--- src/rtl/free_list_pkg.sv ---
// Free-list sizing, pointer/tag types and packed request/response packets shared by the rename stage.
// Pointers carry one extra MSB wrap bit, so full and empty are distinguishable without a counter.
package free_list_pkg;
  localparam int NUM_PR   = 64;
  localparam int NUM_ARCH = 32;
  localparam int NUM_FL   = NUM_PR - NUM_ARCH;
  localparam int NUM_ROB  = 8;

  localparam int PR_W     = $clog2(NUM_PR);
  localparam int ROB_W    = $clog2(NUM_ROB);
  localparam int FL_IDX_W = $clog2(NUM_FL);
  localparam int FL_PTR_W = FL_IDX_W + 1;

  typedef logic [PR_W-1:0]     T_t;
  typedef logic [ROB_W-1:0]    ROB_IDX_t;
  typedef logic [FL_IDX_W-1:0] FL_IDX_t;
  typedef logic [FL_PTR_W-1:0] FL_PTR_t;

  typedef struct packed {
    logic     dispatch_en;
    ROB_IDX_t ROB_tail_idx;
    logic     retire_en;
    T_t       Told_idx;
    logic     rollback_en;
    ROB_IDX_t ROB_rollback_idx;
  } FREE_LIST_PACKET_IN;

  typedef struct packed {
    T_t      T_idx;
    logic    empty;
    FL_PTR_t free_count;
  } FREE_LIST_PACKET_OUT;

  localparam FL_PTR_t FL_HEAD_RESET = '0;
  localparam FL_PTR_t FL_TAIL_RESET = FL_PTR_t'(NUM_FL);

  localparam FREE_LIST_PACKET_OUT FREE_LIST_RESET = '{
    T_idx:      T_t'(NUM_ARCH),
    empty:      1'b0,
    free_count: FL_PTR_t'(NUM_FL)
  };

  function automatic T_t fl_reset_tag(input int i);
    return T_t'(NUM_ARCH + i);
  endfunction

  function automatic FL_IDX_t fl_idx(input FL_PTR_t p);
    return p[FL_IDX_W-1:0];
  endfunction
endpackage

--- src/rtl/free_list_if.sv ---
// Rename-stage port bundle for the free list: request packet from dispatch/retire/squash, response with head tag.
interface free_list_if;
  import free_list_pkg::*;

  FREE_LIST_PACKET_IN  req;
  FREE_LIST_PACKET_OUT rsp;

  modport master (output req, input rsp);
  modport slave  (input req, output rsp);
endinterface

--- src/rtl/free_list.sv ---
// Physical-register free list: circular FIFO of tags plus per-ROB head snapshots for branch rollback.
// Updates land one cycle after the edge; outputs come straight from registers; dispatch must stall on empty.
module free_list
  import free_list_pkg::*;
(
  input  logic        clock,
  input  logic        reset,
  input  logic        en,
  free_list_if.slave  fl_bus
);

  T_t      fl          [NUM_FL];
  FL_PTR_t backup_head [NUM_ROB];
  FL_PTR_t head, tail, head_nxt, tail_nxt;
  FL_PTR_t free_count;
  logic    empty, full;
  logic    pop, push, rollback;

  assign free_count = tail - head;
  assign empty      = (free_count == '0);
  assign full       = (free_count == FL_PTR_t'(NUM_FL));

  // A squash overrides dispatch entirely, including its snapshot write.
  assign rollback = en && fl_bus.req.rollback_en;
  assign pop      = en && fl_bus.req.dispatch_en && !empty && !rollback;
  assign push     = en && fl_bus.req.retire_en && !full;

  always_comb begin
    head_nxt = head;
    tail_nxt = tail;
    if (rollback)
      head_nxt = backup_head[fl_bus.req.ROB_rollback_idx];
    else if (pop)
      head_nxt = head + 1'b1;
    if (push)
      tail_nxt = tail + 1'b1;
  end

  always_ff @(posedge clock or negedge reset) begin
    if (!reset) begin
      head <= FL_HEAD_RESET;
      tail <= FL_TAIL_RESET;
      for (int i = 0; i < NUM_FL; i++)
        fl[i] <= fl_reset_tag(i);
      for (int r = 0; r < NUM_ROB; r++)
        backup_head[r] <= '0;
    end else begin
      head <= head_nxt;
      tail <= tail_nxt;
      if (pop)
        backup_head[fl_bus.req.ROB_tail_idx] <= head + 1'b1;
      if (push)
        fl[fl_idx(tail)] <= fl_bus.req.Told_idx;
    end
  end

  assign fl_bus.rsp = '{
    T_idx:      fl[fl_idx(head)],
    empty:      empty,
    free_count: free_count
  };

  // Retiring into a full list means a tag was freed twice upstream.
  push_when_full: assert property (@(posedge clock) disable iff (!reset)
                                   !(en && fl_bus.req.retire_en && full));

endmodule

--- src/flat_wrapper.sv ---
// flat-port wrapper written by rule: the top's interface ports become plain ports
module free_list_flat import free_list_pkg::*;
  (clock, reset, en, fl_bus_req, fl_bus_rsp);
  free_list_if fl_bus_i ();
  input  logic clock;
  input  logic reset;
  input  logic en;
  input wire logic [$bits(fl_bus_i.req)-1:0] fl_bus_req;
  output wire logic [$bits(fl_bus_i.rsp)-1:0] fl_bus_rsp;
  assign fl_bus_i.req = fl_bus_req;
  assign fl_bus_rsp = fl_bus_i.rsp;
  free_list u_core (.clock(clock), .reset(reset), .en(en), .fl_bus(fl_bus_i));
endmodule
--- config.mk ---
export PLATFORM = sky130hd
export DESIGN_NAME = free_list_flat
export DESIGN_NICKNAME = d
export VERILOG_FILES = /design/src/rtl/free_list_pkg.sv /design/src/rtl/free_list_if.sv /design/src/rtl/free_list.sv /design/src/flat_wrapper.sv
export SDC_FILE = /design/constraint.sdc
export NUM_CORES = 1
export LEC_CHECK = 0
export BUFFER_PORTS_ARGS = -buffer_cell sky130_fd_sc_hd__buf_2
export CORE_UTILIZATION = 51
export CTS_CLUSTER_SIZE = 28
export DETAILED_ROUTE_END_ITERATION = 6
export HOLD_SLACK_MARGIN = 0.06
export PLACE_DENSITY = 0.68
export REMOVE_ABC_BUFFERS = 1
export SETUP_SLACK_MARGIN = 0.15
export SYNTH_ARGS = -nofsm -noshare
export SYNTH_HDL_FRONTEND = slang
export SYNTH_SLANG_ARGS = --single-unit
--- constraint.sdc ---
create_clock -name clock -period 4 [get_ports clock]
set_input_delay 0.4 -clock clock [delete_from_list [all_inputs] [get_ports clock]]
set_output_delay 0.4 -clock clock [all_outputs]
set_load 0.01 [all_outputs]
# --- Yosys cells after proc, flatten, opt, wreduce, memory -nomap -nowiden ---
# Index checks and enable logic that the tools add are counted.
word_totals:
  wordCells: 83
  reg_bits: 252
  output_inout_bits: 13
  inputBits: 18
classes:
  muxes: 14
  bitwise: 4
  n_reduce_logical: 13
  order_cmp: 6
  n_eq_ne: 1
  add_sub_neg: 3
ops:
  columns: ["cell", "count"]
  rows:
  - ["$bwmux 192", 1]
  - ["$bwmux 48", 1]
  - ["$mux 6", 8]
  - ["$bmux 6 s5", 1]
  - ["$demux 6 s5", 1]
  - ["$bmux 6 s3", 1]
  - ["$demux 6 s3", 1]
  - ["$add 6x1->6 const B", 2]
  - ["$ge 6x6->1 const B", 2]
  - ["$not 5->6", 2]
  - ["$ge 4x4->1 const B", 2]
  - ["$logic_and 1x1->1", 8]
  - ["$not 3->4", 2]
  - ["$eq 6x6->1 const B", 1]
  - ["$logic_not 6->1", 1]
  - ["$lt 6x1->1 const B", 1]
  - ["$sub 6x6->6", 1]
  - ["$lt 4x1->1 const B", 1]
  - ["$logic_not 1->1", 3]
  - ["$reduce_bool 2->1", 1]

# --- Depth between registers and ports, before layout ---
depth:
  word_depth: 7
  ltp_mapped: 12
  depth_no_buf: 9

# --- Worst setup path after synthesis ---
# OpenSTA, ideal clock, no wires.
synth_timing:
  kind: "reg2reg"
  from: "register u_core.head[4]"
  to: "register u_core.fl[26] in the netlist's numbering"
  synth_period_minus_slack_ns: 3.366
  t_required_ns: 3.875
  slack_ns: 0.634
  n_path_buf: 3
  setup_ns: 0.125
  t_arrival_ns: 3.242
  path_stages_with_launch: 12
  cell_sequence: "dfrtp_1 > clkinv_1 > buf_1 > ha_1 > and2_1 > o21a_1 > a31o_2 > o211a_1 > buf_4 > buf_4 > nor3_4 > mux2_2"
synth_via:
  elab_chain_cells: 4
synth_rtl:
  columns: ["item", "line", "source"]
  rows:
  - ["from (decl)", "free_list.sv:14", "FL_PTR_t head, tail, head_nxt, tail_nxt;"]
  - ["from (signal assigned)", "free_list.sv:48", "head <= head_nxt;"]
  - ["$sub 6x6->6", "free_list.sv:19", "assign free_count = tail - head;"]
  - ["$eq 6x6->1", "free_list.sv:21", "assign full = (free_count == FL_PTR_t'(NUM_FL));"]
  - ["$logic_not 1->1", "free_list.sv:26", "assign push = en && fl_bus.req.retire_en && !full;"]
  - ["$logic_and 1x1->1", "free_list.sv:26", null]
  - ["to (signal, indexed assignment)", "free_list.sv:44", "fl[i] <= fl_reset_tag(i);"]
  - ["to (signal, indexed assignment)", "free_list.sv:53", "fl[fl_idx(tail)] <= fl_bus.req.Told_idx;"]
  - ["to (decl)", "free_list.sv:12", "T_t fl [NUM_FL];"]
# No other way between the ends.
# A chain may end at the register's enable or synchronous reset.

# --- Final worst setup path ---
layout_timing:
  from: "register u_core.head[0]"
  to: "output port fl_bus_rsp[12]"
layout_via:
  elab_chain_cells: 4
layout_rtl:
  columns: ["item", "line", "source"]
  rows:
  - ["$not 5->6 (implied by the code)", "free_list.sv:58", "T_idx: fl[fl_idx(head)],"]
  - ["$bmux 6 s5", "free_list.sv:58", null]
  - ["$mux 6 (implied by the code) (2 in a row)", "free_list.sv:58", null]
  - ["to (decl)", "flat_wrapper.sv:9", "output wire logic [$bits(fl_bus_i.rsp)-1:0] fl_bus_rsp;"]
# No other way between the ends. The select of a mux whose other input is x is not followed.

==> results.cfg <==
[status]
outcome = finished clean

[finish]
fillers = 1784
antennaDiodeCount = 0
fin_cells = 1157
multi_input_area_sq_um = 5800
seq_area_sq_um = 6450
postLayoutCellArea_sq_um = 14000
drive_above_1_share_pct = 66.5
nets = 846
syn_to_final_growth_pct = 11.7

[sta]
post-route-min-period_ns = 3.65
fmax_ghz = 0.274
slew_headroom_pct = 41.2
finalSetupViolations = 0
timing.final.ws_setup_ns = 0.345
finalHoldViolations = 0
rsz0062_at_grt = false
drv_slew = 0
min_period_over_period_pct = 91.4
skew_ns = 0.0160
fin_tns_setup_ns = 0
worstMarginPinSlew_ns = 0.870

[synthesis]
synth-edff-count = 0
netlist_area_sq_um = 12500
syn_area_per_cell_sq_um = 15.8
synth_top_cell_by_area = dfrtp_1
synthFlopType = dfrtp_1
ys_warn_count = 0
yosys.area.top_type_share_pct = 27.8
yosys-top-cells-area = dfrtp_1 28%, dfstp_2 24%, mux2_2 20%
synthArstFlopShare_pct = 100
synth.most_common_cell = mux2_2
synth-seq-area-share_pct = 51.5
synth-seq-cells = 252
synth_common_cells = 225 x mux2_2, 139 x dfrtp_1, 113 x dfstp_2
syn_inst = 792
yosysUniqueCellTypes = 49

[worst_setup_path]
r2r_slack_ns = 0.49
cp.required_ns = 3.60
cp-end-kind = primary output
critical_path_class = reg2out
rr_startpoint = u_core.head[3]$_DFFE_PN0P_
startpoint_type = flip-flop
critical_path_arrival_ns = 3.25
cp_max_fo = 30
worstReg2RegEnd = u_core.fl[114]$_DFFE_PN0P_
reg2regPathDepth = 8

[global_route]
grt_overflow = 0
grt_pass1_vias = 7500
grt_pass1_wl_mm = 44.1
grt_max_degree = 105
grtUsageTotal_pct = 23.3
antenna_found_initial = 0

[die]
core_area_sq_um = 23800
dieArea_sq_um = 25200
pin_count = 31
die_h_um = 159
initial_core_util_pct = 52.7
dieWidth_um = 159
rows = 56

[clock_network]
cts_buffers = 27
cts_sinks = 252
clock_latency_ns = 0.54
cts_root_buf = clkbuf_16
htreeDepth = 1
clk_pin_slew_ns = 0.06
clk_path_buf_depth = 3
cts_tree = done

[placement]
gp_congestion = 0.808
port-buffer-count = 30
pre_cts_ws_ns = 0.541
place_inst = 1106
dpl-instance-area_sq_um = 13000
place_hpwl_mm = 18.4

[route]
routed_wl_mm = 27.4
vias = 6996
antenna_left = 0
viasPerCell = 6.05
post-route-drc-count = 0
first_pass_iters = 5
drtIter0Drc = 471
wire_per_inst_um = 23.7

[power]
p_leak_nw = 5.87
power_density_nw_per_um2 = 764
p_total_mw = 10.7
vdd_ir_drop_max_uv = 528

[job]
cap_violations = 0

[hold_path]
hold_depth = 4
whs_endpoint = u_core.head[0]$_DFFE_PN0P_
min-delay-start = fl_bus_req[3]
hold_class = in2reg
layout by cell type (no fill, tap or decap), drive strengths merged, types with 3 or more instances in the layout:
cell | netlist | routed
a21oi | 3 | 3
a221o | 4 | 4
buf | 15 | 45
bufinv | 0 | 5
clkbuf | 35 | 36
clkinv | 2 | 9
dfrtp | 139 | 139
dfstp | 113 | 113
ha | 10 | 10
inv | 11 | 12
mux2 | 243 | 243
mux2i | 6 | 6
mux4 | 72 | 72
nand2 | 27 | 27
nand3 | 12 | 12
nor2 | 9 | 9
nor3 | 38 | 38
nor4 | 5 | 5
o22ai | 4 | 4
or2 | 3 | 3
or3b | 4 | 4
xnor2 | 6 | 6
xor2 | 7 | 7
state kept, by name, summed over array words and instances, names as in the netlist:
register / cells
u_core.fl: 192
u_core.backup_head: 48
u_core.head: 6
u_core.tail: 6
critical path, cell delays in order, from the launching register on:
cell,delay [ns]
dfrtp_4,0.41
buf_6,0.38
buf_6,0.39
mux4_2,0.61
mux4_2,0.54
nand2_1,0.10
nand2_1,0.10
buf_2,0.16
metrics by stage:
stage                     hold slack, ns  utilization, %
after detailed placement           0.377            54.7
after CTS                          0.172            58.8
after floorplan                    0.104               -
after global placement             0.365            54.7
final                              0.181            58.8
after global routing               0.211            58.8
timing repair:
action / CTS / global route
cloned: 0 / 0
setup buffers: 0 / 0
pin swaps: 0 / 0
hold buffers: 1 / 0
hold endpoints to repair: 45 / 0
endpoints found under the setup margin: 6 / 6
resized for setup: 1 / 1
worst max-delay path by stage:
stage / start / slack [ns] / to / cells past startpoint
after global routing: u_core.tail[0]$_DFFE_PN0P_ / 0.16 / fl_bus_rsp[6] / 8
after global placement: u_core.head[0]$_DFFE_PN0P_ / 0.62 / fl_bus_rsp[10] / 7
after detailed placement: u_core.head[3]$_DFFE_PN0P_ / 0.54 / u_core.fl[114]$_DFFE_PN0P_ / 8
after floorplan: u_core.head[0]$_DFFE_PN0P_ / -1.69 / u_core.fl[150]$_DFFE_PN0P_ / 8
final: u_core.head[0]$_DFFE_PN0P_ / 0.35 / fl_bus_rsp[12] / 7
after CTS: u_core.head[0]$_DFFE_PN0P_ / 0.15 / fl_bus_rsp[10] / 7
layout make-up:
| type | instances | share of cell area, % |
|---|---|---|
| Sequential cell | 252 | 46.2 |
| Timing Repair Buffer | 46 | 2.17 |
| Multi-Input combinational cell | 477 | 41.5 |
| Tap cell | 319 | 2.86 |
| Inverter | 13 | 0.349 |
| Clock inverter | 14 | 1.44 |
| Clock buffer | 36 | 5.51 |
logic make-up after synthesis:
group	count (synthesis)	synth area share [%]
DFF	252	51.5
muxes	321	35.5
AOI/OAI and AO/OA	22	1.42
buffers and inverters	63	2.17
xor gates and xnor gates	13	0.910
and+or+nand+nor	110	7.32
adders and majority gates	11	1.16
report_power, final:
group	switching (mW)	internal (mW)
Sequential	0.575	3.75
Clock	1.03	1.67
Combinational	1.80	1.86
layer usage:
layer / track usage, % / part of all wire, % / vias to the layer above
li1: - / - / 3024
met1: 31.8 / 44 / 3792
met2: 39.7 / 50 / 143
met3: 3.29 / 4.1 / 37
met4: 5.40 / 1.9 / 0
met5: 0 / 0 / -
Power figures use the tool's default switching activity.
